### src/rtl/spi_xfer_ctrl.sv
// spi_xfer_ctrl: transaction front-end for the spi_v2 master core.
// Buffers outgoing words in a TX FIFO, launches one core transfer per word,
// and captures each received word into an RX FIFO once the transfer ends.
//
// Ports:
//   clk_i, rst_i               core clock, async active-low reset
//   tx_data_i/valid_i/ready_o  system-side TX stream (ready = TX FIFO not full)
//   rx_data_o/valid_o/ready_i  system-side RX stream (FWFT head of RX FIFO)
//   spi_start_o, spi_txdata_o  to core start_i / txdata_i
//   spi_buzy_i, spi_rxdata_i   from core buzy / rxdata_o
//   idle_o                     FSM idle and TX FIFO empty
//   tx_level_o                 TX FIFO occupancy
//   err_o                      sticky transfer-timeout flag
//
// Optional feature macro: SPI_TIMEOUT_EN (busy-handshake watchdog driving err_o).
module spi_xfer_ctrl #(
  parameter int unsigned DATA_SIZE      = 8,
  parameter int unsigned FIFO_DEPTH     = 4,
  parameter int unsigned RX_SETTLE      = 4,
  parameter int unsigned GAP_CYCLES     = 2,
  parameter int unsigned TIMEOUT_CYCLES = 64
) (
  input  logic                          clk_i,
  input  logic                          rst_i,
  input  logic [DATA_SIZE-1:0]          tx_data_i,
  input  logic                          tx_valid_i,
  output logic                          tx_ready_o,
  output logic [DATA_SIZE-1:0]          rx_data_o,
  output logic                          rx_valid_o,
  input  logic                          rx_ready_i,
  output logic                          spi_start_o,
  output logic [DATA_SIZE-1:0]          spi_txdata_o,
  input  logic                          spi_buzy_i,
  input  logic [DATA_SIZE-1:0]          spi_rxdata_i,
  output logic                          idle_o,
  output logic [$clog2(FIFO_DEPTH):0]   tx_level_o,
  output logic                          err_o
);

  localparam int unsigned AW      = $clog2(FIFO_DEPTH);
  localparam int unsigned CW      = AW + 1;
  localparam int unsigned CNT_MAX = (RX_SETTLE > GAP_CYCLES) ? RX_SETTLE : GAP_CYCLES;
  localparam int unsigned CNT_W   = $clog2(CNT_MAX + 1);

  // Elaboration-time guard on the legal parameter space.
  if (FIFO_DEPTH < 2 || FIFO_DEPTH > 16 || (FIFO_DEPTH & (FIFO_DEPTH - 1)) != 0 ||
      DATA_SIZE < 1 || RX_SETTLE < 1 || GAP_CYCLES < 1 || TIMEOUT_CYCLES < 1) begin : g_bad_params
    $error("spi_xfer_ctrl: illegal parameter set");
  end

  typedef enum logic [2:0] {
    S_IDLE,
    S_LAUNCH,
    S_WAIT_BUSY,
    S_XFER,
    S_SETTLE,
    S_CAPTURE,
    S_GAP
  } state_t;

  state_t               r_state, w_state_nxt;
  logic [CNT_W-1:0]     r_cnt, w_cnt_nxt;

  logic [DATA_SIZE-1:0] r_tx_mem [FIFO_DEPTH];
  logic [AW-1:0]        r_tx_wr, r_tx_rd;
  logic [CW-1:0]        r_tx_cnt, w_tx_cnt_nxt;
  logic                 r_tx_ready;

  logic [DATA_SIZE-1:0] r_rx_mem [FIFO_DEPTH];
  logic [AW-1:0]        r_rx_wr, r_rx_rd;
  logic [CW-1:0]        r_rx_cnt, w_rx_cnt_nxt;
  logic                 r_rx_valid;

  logic [DATA_SIZE-1:0] r_txdata;
  logic                 r_start;
  logic                 r_idle;

  logic                 w_tx_push, w_tx_pop;
  logic                 w_rx_push, w_rx_pop;

  assign w_tx_push = tx_valid_i & r_tx_ready;
  assign w_rx_pop  = r_rx_valid & rx_ready_i;

`ifdef SPI_TIMEOUT_EN
  localparam int unsigned TO_W = $clog2(TIMEOUT_CYCLES + 1);

  logic [TO_W-1:0] r_to_cnt;
  logic            r_err;
  logic            w_in_wait;
  logic            w_to_hit;

  assign w_in_wait = (r_state == S_WAIT_BUSY) || (r_state == S_XFER);
  assign w_to_hit  = w_in_wait && (r_to_cnt == TO_W'(TIMEOUT_CYCLES - 1));

  // Watchdog: counts cycles spent waiting on the core's busy handshake.
  always_ff @(posedge clk_i or negedge rst_i) begin
    if (!rst_i) begin
      r_to_cnt <= '0;
      r_err    <= 1'b0;
    end else begin
      r_to_cnt <= w_in_wait ? (r_to_cnt + TO_W'(1)) : '0;
      // Only a timeout can take a busy-wait state straight to GAP.
      if (w_in_wait && (w_state_nxt == S_GAP)) r_err <= 1'b1;
    end
  end

  assign err_o = r_err;
`else
  assign err_o = 1'b0;
`endif

  // Occupancy next-state for both FIFOs.
  always_comb begin
    w_tx_cnt_nxt = r_tx_cnt;
    w_rx_cnt_nxt = r_rx_cnt;
    case ({w_tx_push, w_tx_pop})
      2'b10:   w_tx_cnt_nxt = r_tx_cnt + CW'(1);
      2'b01:   w_tx_cnt_nxt = r_tx_cnt - CW'(1);
      default: w_tx_cnt_nxt = r_tx_cnt;
    endcase
    case ({w_rx_push, w_rx_pop})
      2'b10:   w_rx_cnt_nxt = r_rx_cnt + CW'(1);
      2'b01:   w_rx_cnt_nxt = r_rx_cnt - CW'(1);
      default: w_rx_cnt_nxt = r_rx_cnt;
    endcase
  end

  // TX FIFO storage and pointers.
  always_ff @(posedge clk_i or negedge rst_i) begin
    if (!rst_i) begin
      r_tx_mem   <= '{default: '0};
      r_tx_wr    <= '0;
      r_tx_rd    <= '0;
      r_tx_cnt   <= '0;
      r_tx_ready <= 1'b1;
    end else begin
      if (w_tx_push) begin
        r_tx_mem[r_tx_wr] <= tx_data_i;
        r_tx_wr           <= r_tx_wr + AW'(1);
      end
      if (w_tx_pop) r_tx_rd <= r_tx_rd + AW'(1);
      r_tx_cnt   <= w_tx_cnt_nxt;
      r_tx_ready <= (w_tx_cnt_nxt != CW'(FIFO_DEPTH));
    end
  end

  // RX FIFO storage and pointers.
  always_ff @(posedge clk_i or negedge rst_i) begin
    if (!rst_i) begin
      r_rx_mem   <= '{default: '0};
      r_rx_wr    <= '0;
      r_rx_rd    <= '0;
      r_rx_cnt   <= '0;
      r_rx_valid <= 1'b0;
    end else begin
      if (w_rx_push) begin
        r_rx_mem[r_rx_wr] <= spi_rxdata_i;
        r_rx_wr           <= r_rx_wr + AW'(1);
      end
      if (w_rx_pop) r_rx_rd <= r_rx_rd + AW'(1);
      r_rx_cnt   <= w_rx_cnt_nxt;
      r_rx_valid <= (w_rx_cnt_nxt != '0);
    end
  end

  // FSM state register.
  always_ff @(posedge clk_i or negedge rst_i) begin
    if (!rst_i) begin
      r_state <= S_IDLE;
      r_cnt   <= '0;
    end else begin
      r_state <= w_state_nxt;
      r_cnt   <= w_cnt_nxt;
    end
  end

  // FSM next-state. RX space is checked at launch: RX occupancy can only
  // fall until our own CAPTURE push, so the slot stays reserved implicitly.
  always_comb begin
    w_state_nxt = r_state;
    w_cnt_nxt   = r_cnt;
    w_tx_pop    = 1'b0;
    w_rx_push   = 1'b0;
    case (r_state)
      S_IDLE: begin
        if ((r_tx_cnt != '0) && (r_rx_cnt != CW'(FIFO_DEPTH))) begin
          w_tx_pop    = 1'b1;
          w_state_nxt = S_LAUNCH;
        end
      end
      S_LAUNCH: begin
        w_state_nxt = S_WAIT_BUSY;
      end
      S_WAIT_BUSY: begin
        if (spi_buzy_i) begin
          w_state_nxt = S_XFER;
        end
`ifdef SPI_TIMEOUT_EN
        else if (w_to_hit) begin
          w_state_nxt = S_GAP;
          w_cnt_nxt   = CNT_W'(GAP_CYCLES - 1);
        end
`endif
      end
      S_XFER: begin
        if (!spi_buzy_i) begin
          w_state_nxt = S_SETTLE;
          w_cnt_nxt   = CNT_W'(RX_SETTLE - 1);
        end
`ifdef SPI_TIMEOUT_EN
        else if (w_to_hit) begin
          w_state_nxt = S_GAP;
          w_cnt_nxt   = CNT_W'(GAP_CYCLES - 1);
        end
`endif
      end
      S_SETTLE: begin
        if (r_cnt == '0) w_state_nxt = S_CAPTURE;
        else             w_cnt_nxt   = r_cnt - CNT_W'(1);
      end
      S_CAPTURE: begin
        w_rx_push   = 1'b1;
        w_state_nxt = S_GAP;
        w_cnt_nxt   = CNT_W'(GAP_CYCLES - 1);
      end
      S_GAP: begin
        if (r_cnt == '0) w_state_nxt = S_IDLE;
        else             w_cnt_nxt   = r_cnt - CNT_W'(1);
      end
      default: w_state_nxt = S_IDLE;
    endcase
  end

  // Registered core-side and status outputs, decoded from the next state.
  always_ff @(posedge clk_i or negedge rst_i) begin
    if (!rst_i) begin
      r_start  <= 1'b0;
      r_txdata <= '0;
      r_idle   <= 1'b1;
    end else begin
      r_start <= (w_state_nxt == S_LAUNCH) || (w_state_nxt == S_WAIT_BUSY);
      if (w_tx_pop) r_txdata <= r_tx_mem[r_tx_rd];
      r_idle  <= (w_state_nxt == S_IDLE) && (w_tx_cnt_nxt == '0);
    end
  end

  assign tx_ready_o   = r_tx_ready;
  assign rx_valid_o   = r_rx_valid;
  assign rx_data_o    = r_rx_mem[r_rx_rd];
  assign spi_start_o  = r_start;
  assign spi_txdata_o = r_txdata;
  assign idle_o       = r_idle;
  assign tx_level_o   = r_tx_cnt;

endmodule
### config.mk
export PLATFORM = sky130hd
export DESIGN_NAME = spi_xfer_ctrl
export DESIGN_NICKNAME = d
export VERILOG_FILES = /design/src/rtl/spi_xfer_ctrl.sv
export SDC_FILE = /design/constraint.sdc
export NUM_CORES = 1
export LEC_CHECK = 0
export CAP_MARGIN = 10
export CORE_MARGIN = 3
export CORE_UTILIZATION = 46
export CTS_CLUSTER_SIZE = 25
export DETAILED_ROUTE_END_ITERATION = 10
export PLACE_DENSITY_LB_ADDON = 0.08
export SYNTH_ARGS = -nofsm -noshare
export SYNTH_HDL_FRONTEND = slang
export SYNTH_SLANG_ARGS = --single-unit
### constraint.sdc
create_clock -name clk_i -period 3.1 [get_ports clk_i]
set_clock_uncertainty 0.15 [all_clocks]
set_input_delay 0.465 -clock clk_i [delete_from_list [all_inputs] [get_ports clk_i]]
set_output_delay 0.465 -clock clk_i [all_outputs]
set_load 0.005 [all_outputs]
==> metrics, run 1 <==
status=complete, no violations; Initial Util=48.7%; die height=103 microns; core area=8980 sq um; sequential area share after synthesis=55.0%; # H-tree levels=3; crit start category=flop; CTS Root Cell=clkbuf_8; Starting DRT DRC Count=56; cell area after synthesis=4370 sq um; PortBufs=43; Synth async-reset ratio=100%; # fillers=756; Final Util=57.4%; slowest stage delay, CP=0.70 ns; pin count of the biggest net entering global routing=40; I/O pin count=45; min cycle time layout=2.72 ns; final std cells w/o fill=479; Critical Path Sink Type=output port; Max Root-Sink Buffers=2; Synth Register Bits=96; number of global-route vias before repair=2545; clk slew on worst S/H paths=0.11 ns; critical path's slowest cell=dfrtp_1; Diodes inserted=0; Cells after DPL=462; cts repair resizes=0; Routed Wire Length=7.54 mm; Power Dens Cells=1050 nW/um^2; hold crit path type=flop to flop; Die Width=103 microns; Overall Power=5.40 mW; Mapped Cells=299; # nets final=383; period utilization=87.9%; initial antenna violation count=0; EDFF count, synth=0; commonest non-fill, non-tap cell in the layout=dfrtp_1; routed length per instance=15.7 microns; Via density=5.12; Fin Setup TNS=0 ns; antenna-violating nets left=0; max-cap violations=0; Max-slew headroom=58.6%; FP Rows=34; CTS tree=done; Worst-Margin Slew=0.622 ns; Required @ worst endpoint=2.48 ns; hpwl dp=5.28 mm; DIE AREA=10700 sq um; first-pass GRT wire length=12.7 mm; Post-Syn Nets=334; CTS Buf Count=9; fmax=367 MHz; grt total ovfl=0; fin. max-slew vios=0; Main synth FF type=dfrtp_1; critical path arrival=2.11 ns; synth unique cells=40; Hold Vio Cnt, Final=0; 1st-pass router iterations=4; Skew-Pair Late Insertion Delay=0.36 ns; Worst IR Drop VDD=0.428 mV; CP Max Fanout=9; commonest cells after routing, fill and taps aside=dfrtp_1 (94), mux2_2 (68), clkdlybuf4s50_1 (42); yosys warns=0; crit-path cells=mux4_2 > clkdlybuf4s50_1; GP Congestion=0.782; Syn Area/Cell=14.6 sq um; DRC Markers=0; endpoints failing setup=0; clock sinks=96; Leak Pwr=2.18 nW; RSZ-0062 raised after global routing=false; GRT Resource Usage Total=15.6%; DR vias=2451; share of cells above drive strength 1=34.0%; kind of critical path=flop to output port; area delta synth->final=18.0%
## report_power, final
part / internal (mW) / switching, mW / total [mW]
combinational: 1.41 / 0.749 / 2.16
clock: 0.392 / 0.470 / 0.862
sequential: 1.89 / 0.485 / 2.38
total: 3.69 / 1.70 / 5.40
## path summary, 6_finish.rpt
kind                       slack (ns)  cells past startpoint                        to               startpoint
setup / recovery                 0.38                      2              rx_data_o[0]   r_rx_rd[0]$_DFFE_PN0P_
hold / removal                   0.36                      1   r_rx_mem[7]$_DFFE_PN0P_  r_rx_mem[7]$_DFFE_PN0P_
setup reg to reg                 0.60                     10      rx_valid_o$_DFF_PN0_     r_state[2]$_DFF_PN0_
hold reg to reg                  0.36                      1   r_rx_mem[7]$_DFFE_PN0P_  r_rx_mem[7]$_DFFE_PN0P_
max in group asynchronous        1.66                      3  r_tx_mem[10]$_DFFE_PN0P_                    rst_i
min in group asynchronous        0.46                      2      r_cnt[1]$_DFFE_PN0P_                    rst_i
## critical path, delay by kind of cell, from the launching register on
family	cells	cell delay, ns
flip-flops	1	0.70
buffers and inverters	1	0.46
multiplexers	1	0.59
## routing by layer
metal | vias to the layer above | part of all wire, % | GRT usage (%)
li1 | 1166 | - | -
met1 | 1240 | 48 | 21.1
met2 | 36 | 48 | 25.5
met3 | 9 | 2.6 | 2.75
met4 | 0 | 1.5 | 5.38
met5 | - | 0 | 0
## cells in the mapped netlist (2+ instances only)
| cell | instances | area share (%) |
|---|---|---|
| a31oi_1 | 2 | 0.29 |
| inv_1 | 15 | 1.3 |
| nand3_1 | 5 | 0.57 |
| fa_1 | 2 | 0.92 |
| mux2_2 | 68 | 18 |
| buf_2 | 4 | 0.46 |
| xnor2_1 | 6 | 1.2 |
| xor2_1 | 6 | 1.2 |
| o21ai_0 | 9 | 1.0 |
| nand2b_1 | 4 | 0.57 |
| dfstp_2 | 2 | 1.2 |
| ha_1 | 12 | 3.4 |
| mux4_2 | 16 | 8.2 |
| clkbuf_1 | 4 | 0.34 |
| dfrtp_1 | 94 | 54 |
| nand2_2 | 4 | 0.57 |
| mux2_4 | 4 | 1.4 |
| nor2_1 | 8 | 0.69 |
| o2111ai_1 | 2 | 0.40 |
| nand2_1 | 12 | 1.0 |
## area by class of cell
type	instances	area [sq um]	area share, %
Clock buffer	9	124	2.40
Clock inverter	7	86.3	1.67
Inverter	15	56.3	1.09
Timing Repair Buffer	49	475	9.22
Sequential cell	96	2400	46.7
Multi-Input combinational cell	177	1850	35.9
Tap cell	126	158	3.06
## timing repair
item,in CTS,in global routing
endpoints found under the hold margin,36,0
setup buffers,0,0
hold buffers,1,0
## logic make-up (layout without fill, tap and decap cells)
| logic type | after synthesis | in the layout | synth area share, % |
|---|---|---|---|
| AO/OA/AOI/OAI | 19 | 19 | 2.89 |
| buffers and inverters | 26 | 80 | 2.61 |
| XOR/XNOR | 12 | 12 | 2.41 |
| multiplexers | 89 | 89 | 27.4 |
| flip-flops | 96 | 96 | 55.0 |
| AND/OR/NAND/NOR | 42 | 42 | 5.21 |
| other | 1 | 1 | 0.0858 |
| adder cells (fa/ha/maj) | 14 | 14 | 4.35 |
## registers in the layout, summed over array words and instances, names as in the netlist
register / count
spi_txdata_o: 8
r_tx_rd: 2
r_rx_rd: 2
rx_valid_o: 1
r_rx_cnt: 3
r_tx_mem: 32
spi_start_o: 1
r_state: 3
r_tx_wr: 2
r_rx_wr: 2
tx_ready_o: 1
r_cnt: 3
r_rx_mem: 32
idle_o: 1
tx_level_o: 3
## through the flow
step | hold slack, ns | setup slack [ns] | cell area, sq um
after global placement | 0.321 | 0.471 | 4930
after detailed placement | 0.318 | 0.439 | 4930
after floorplan | 0.0194 | 0.576 | 4370
after global routing | 0.377 | 0.247 | 5150
after CTS | 0.349 | 0.317 | 5150
final | 0.358 | 0.376 | 5150
Power figures use the tool's default switching activity.
==> run 2, diff against run 1 <==
CTS_CLUSTER_DIAMETER = 150   (was default)
REMOVE_ABC_BUFFERS = 1   (was default)
==> run 2 against run 1 <==
Net effect: first-iteration DRC count up 38%; maximum frequency down 2.4%; register-to-register slack got worse by 0.04 ns; highest routed layer unchanged; sequential share of layout area grew 0.30 points; power is 1.1% lower; the flow now finishes with violations (hold timing); largest cell class unchanged; largest power group unchanged; clock power shrank 7.0%; count of clock-buffer cells in the layout rose by 1.
==> metrics, run 2 (synthesized netlist as in run 1, its figures left out) <==
endpoints failing setup=0; CTS Buf Count=9; clock network power share=15.0%; routed length per instance=16.1 microns; cts repair resizes=0; DIE AREA=10700 sq um; antenna-violating nets left=0; period utilization=90.0%; clk slew on worst S/H paths=0.09 ns; Overall Power=5.33 mW; Seq pwr share=44.9%; Placed Area=4920 sq um; Max-slew headroom=57.5%; die height=103 microns; Via density=5.22; Diodes inserted=0; Routed Wire Length=7.65 mm; status=finished with violations; fmax=358 MHz; core area=8980 sq um; CTS hold repair buffers=0; 1st-pass router iterations=4; hold crit path type=input port to asynchronous set/reset pin; WHS=-0.0245 ns; DRC Markers=0; share of cells above drive strength 1=33.2%; Critical Path Sink Type=output port; initial antenna violation count=0; pin count of the biggest net entering global routing=51; Final WS setup=0.310 ns; GRT Resource Usage Total=15.9%; Max Root-Sink Buffers=2; Starting DRT DRC Count=77; FF-to-FF End=idle_o$_DFF_PN1_; Leak Pwr=2.15 nW; I/O pin count=45; Cells after DPL=459; FP Rows=34; Worst-Margin Slew=0.638 ns; commonest non-fill, non-tap cell in the layout=dfrtp_1; max-cap violations=0; number of post-CTS setup repair buffers=0; Power Dens Cells=1040 nW/um^2; # nets final=379; post-layout instance area=5120 sq um; r2r setup slk=0.56 ns; fin. max-slew vios=0; Skew-Pair Late Insertion Delay=0.35 ns; Switching Share=31.3%; Initial Util=48.7%; worst-case reg-to-reg path depth=9; GP Congestion=0.798; number of global-route vias before repair=2571; CTS Root Cell=clkbuf_8; Hold Vio Cnt, Final=47; hpwl dp=5.18 mm; Worst IR Drop VDD=0.622 mV; CP Max Fanout=10; # fillers=741; Worst Setup SP=r_rx_rd[0]$_DFFE_PN0P_; crit start category=flop; PortBufs=43; kind of critical path=flop to output port; Combinational Power Share=40.1%; final std cells w/o fill=475; worst slack, placed=0.406 ns; failing checks=hold timing; critical path arrival=2.18 ns; Required @ worst endpoint=2.48 ns; area occupied by multi-input gates=1850 sq um; Fin Setup TNS=0 ns; first-pass GRT wire length=12.8 mm; clock sinks=96; RSZ-0062 raised after global routing=false; Pint=3.67 mW; commonest cells after routing, fill and taps aside=dfrtp_1 (94), mux2_2 (68), clkdlybuf4s50_1 (42); # H-tree levels=3; area delta synth->final=17.2%; total area of sequential cells=2400 sq um; min cycle time layout=2.79 ns; reg-to-reg critical path startpoint=r_state[2]$_DFF_PN0_; Net Sw Power=1.67 mW; DR vias=2481; CTS tree=done; grt total ovfl=0; Die Width=103 microns
[run 2: cell count changes in the layout (fill, tap and decap cells not counted), sizes merged]
| cell | before | now |
|---|---|---|
| inv | 19 | 15 |
| buf | 6 | 3 |
| clkinvlp | 1 | 3 |
| clkbuf | 9 | 10 |
| clkinv | 1 | 2 |
| dlygate4sd3 | 1 | 0 |
[run 2: routing by layer]
layer | global-route usage (%) | share of wire, % | up-vias
li1 | - | - | 1151
met1 | 22.2 | 47 | 1283
met2 | 25.2 | 49 | 38
met3 | 2.41 | 3.1 | 9
met4 | 5.98 | 1.7 | 0
met5 | 0 | 0 | -
[run 2: worst max-delay path, cell delays in order, from the launching register on]
cell	delay [ns]
dfrtp_1	0.75
mux4_2	0.60
clkdlybuf4s50_1	0.46
[run 2: area by class of cell]
class | count | area share [%]
Multi-Input combinational cell | 177 | 36.1
Timing Repair Buffer | 45 | 8.89
Clock buffer | 10 | 2.49
Sequential cell | 96 | 46.9
Clock inverter | 6 | 1.37
Inverter | 15 | 1.10
Tap cell | 126 | 3.08
[run 2: how the worst max path moves through the flow]
stage,to,slack (ns)
after floorplan,idle_o$_DFF_PN1_,0.53
after global placement,rx_valid_o$_DFF_PN0_,0.50
after detailed placement,idle_o$_DFF_PN1_,0.41
after CTS,rx_data_o[1],0.27
after global routing,rx_data_o[4],0.19
final,rx_data_o[4],0.31
[run 2: power groups by stage]
stage	logic, mW	registers, mW	clock network, mW
final	2.14	2.40	0.802
after global routing	2.38	2.49	0.884
after CTS	2.18	2.40	0.828
after detailed placement	2.17	2.42	0
after global placement	2.13	2.40	0
after floorplan	1.51	2.27	0
[run 2: per-stage QoR]
step | utilization [%] | hold WS, ns
detailed placement | 54.9 | 0.321
global placement | 54.9 | 0.323
finish | 57.1 | -0.0245
floorplan | - | 0.0194
global route | 57.1 | 0.00925
CTS | 57.1 | 0.00221
==> run 3, diff against run 2 <==
CELL_PAD_IN_SITES_DETAIL_PLACEMENT = 0   (was default)
CELL_PAD_IN_SITES_GLOBAL_PLACEMENT = 2   (was default)
CORE_UTILIZATION = 40   (was 46)
==> run 3 against run 2 <==
Net effect: cell count rose by 2.3%; global-route usage is 2.0 points lower; power is 0.57% higher; wire length rose by 3.4%; the run now ends clean; register-to-register slack better by 0.02 ns; count of clock-buffer cells in the layout is 1 higher; clock power is 4.1% higher.
==> metrics, run 3 (synthesized netlist as in run 1, its figures left out) <==
status=complete, no violations; RSZ-0062 raised after global routing=false; FP Rows=37; max-cap violations=0; PortBufs=43; clock sinks=96; DIE AREA=12200 sq um; Max Root-Sink Buffers=2; # H-tree levels=3; min cycle time layout=2.72 ns; I/O pin count=45; Worst IR Drop VDD=0.427 mV; Final WS setup=0.376 ns; CTS tree=done; Required @ worst endpoint=2.48 ns; fmax=367 MHz; Leak Pwr=2.17 nW; slowest stage delay, CP=0.70 ns; DR vias=2470; Overall Power=5.36 mW; CTS Root Cell=clkbuf_8; CP bufs+invs=1; final std cells w/o fill=486; Placed Area=4940 sq um; die height=111 microns; fin. max-slew vios=0; hpwl dp=5.32 mm; Diodes inserted=0; number of post-CTS setup repair buffers=0; clk slew on worst S/H paths=0.09 ns; first-pass GRT wire length=13.5 mm; Fin Setup TNS=0 ns; share of cells above drive strength 1=33.4%; Max-slew headroom=60.2%; core area=10500 sq um; Hold Vio Cnt, Final=0; commonest cells after routing, fill and taps aside=dfrtp_1 (94), mux2_2 (68), clkdlybuf4s50_1 (42); CTS Buf Count=9; # nets final=381; 1st-pass router iterations=4; Via density=5.08; WHS=0.328 ns; worst slack, placed=0.408 ns; Final Util=49.3%; Worst-Margin Slew=0.597 ns; crit-path cells=mux4_2 > clkdlybuf4s50_1; Starting DRT DRC Count=115; grt total ovfl=0; area delta synth->final=18.0%; CP Max Fanout=9; commonest non-fill, non-tap cell in the layout=dfrtp_1; DRC Markers=0; Routed Wire Length=7.91 mm; critical path's slowest cell=dfrtp_1; critical path arrival=2.11 ns; hold crit path type=flop to flop; GRT Resource Usage Total=13.9%; Power Dens Cells=1040 nW/um^2; number of global-route vias before repair=2577; Die Width=111 microns; Skew-Pair Late Insertion Delay=0.35 ns; antenna-violating nets left=0; pin count of the biggest net entering global routing=56; GP Congestion=0.747; routed length per instance=16.3 microns; period utilization=87.9%; post-layout instance area=5160 sq um; Cells after DPL=470; kind of critical path=flop to output port; Initial Util=41.8%; initial antenna violation count=0; family with the most delay on the worst path=flip-flops; Critical Path Sink Type=output port; endpoints failing setup=0; crit start category=flop
==> run 3: where the power goes <==
group,switching [mW],internal (mW),leakage (nW)
sequential,0.492,1.89,1.13
combinational,0.739,1.41,0.939
clock,0.420,0.415,0.102
total,1.65,3.71,2.17
==> run 3: per-layer routing <==
layer	GRT usage, %	vias to the layer above	wire [microns]
li1	-	1161	-
met1	18.1	1259	3590
met3	3.23	13	272
met2	22.7	37	3910
met4	5.25	0	140
met5	0	-	0
==> run 3: worst reg2reg max path, cell delays in order (launching register included) <==
cell	delay, ns
dfrtp_1	0.60
inv_1	0.18
nor2_4	0.28
inv_1	0.09
ha_1	0.21
inv_1	0.07
fa_1	0.17
xor2_1	0.15
nor2_1	0.06
xor2_1	0.15
or3_1	0.31
==> run 3: worst paths after layout <==
path	startpoint	to	slack, ns	cells after the start
min	r_rx_cnt[2]$_DFF_PN0_	r_rx_cnt[2]$_DFF_PN0_	0.33	1
max reg2reg	r_state[2]$_DFF_PN0_	rx_valid_o$_DFF_PN0_	0.58	10
min in group asynchronous	rst_i	r_rx_cnt[1]$_DFF_PN0_	0.48	2
max	r_rx_rd[0]$_DFFE_PN0P_	rx_data_o[6]	0.38	2
max in group asynchronous	rst_i	tx_ready_o$_DFF_PN1_	1.58	3
min reg2reg	r_rx_cnt[2]$_DFF_PN0_	r_rx_cnt[2]$_DFF_PN0_	0.33	1
==> run 3: timing repair <==
action / 4_1_cts / 5_1_grt
resized for setup: 0 / 0
endpoints found under the hold margin: 41 / 0
hold buffers: 1 / 0
==> run 3: layout make-up <==
class,count,area [sq um]
clock inverters,4,51.3
inverters,15,56.3
well taps,136,170
multi-input cells,177,1850
repair buffers,47,473
flip-flops and latches,96,2400
clock buffers,11,151
fillers,960,5310
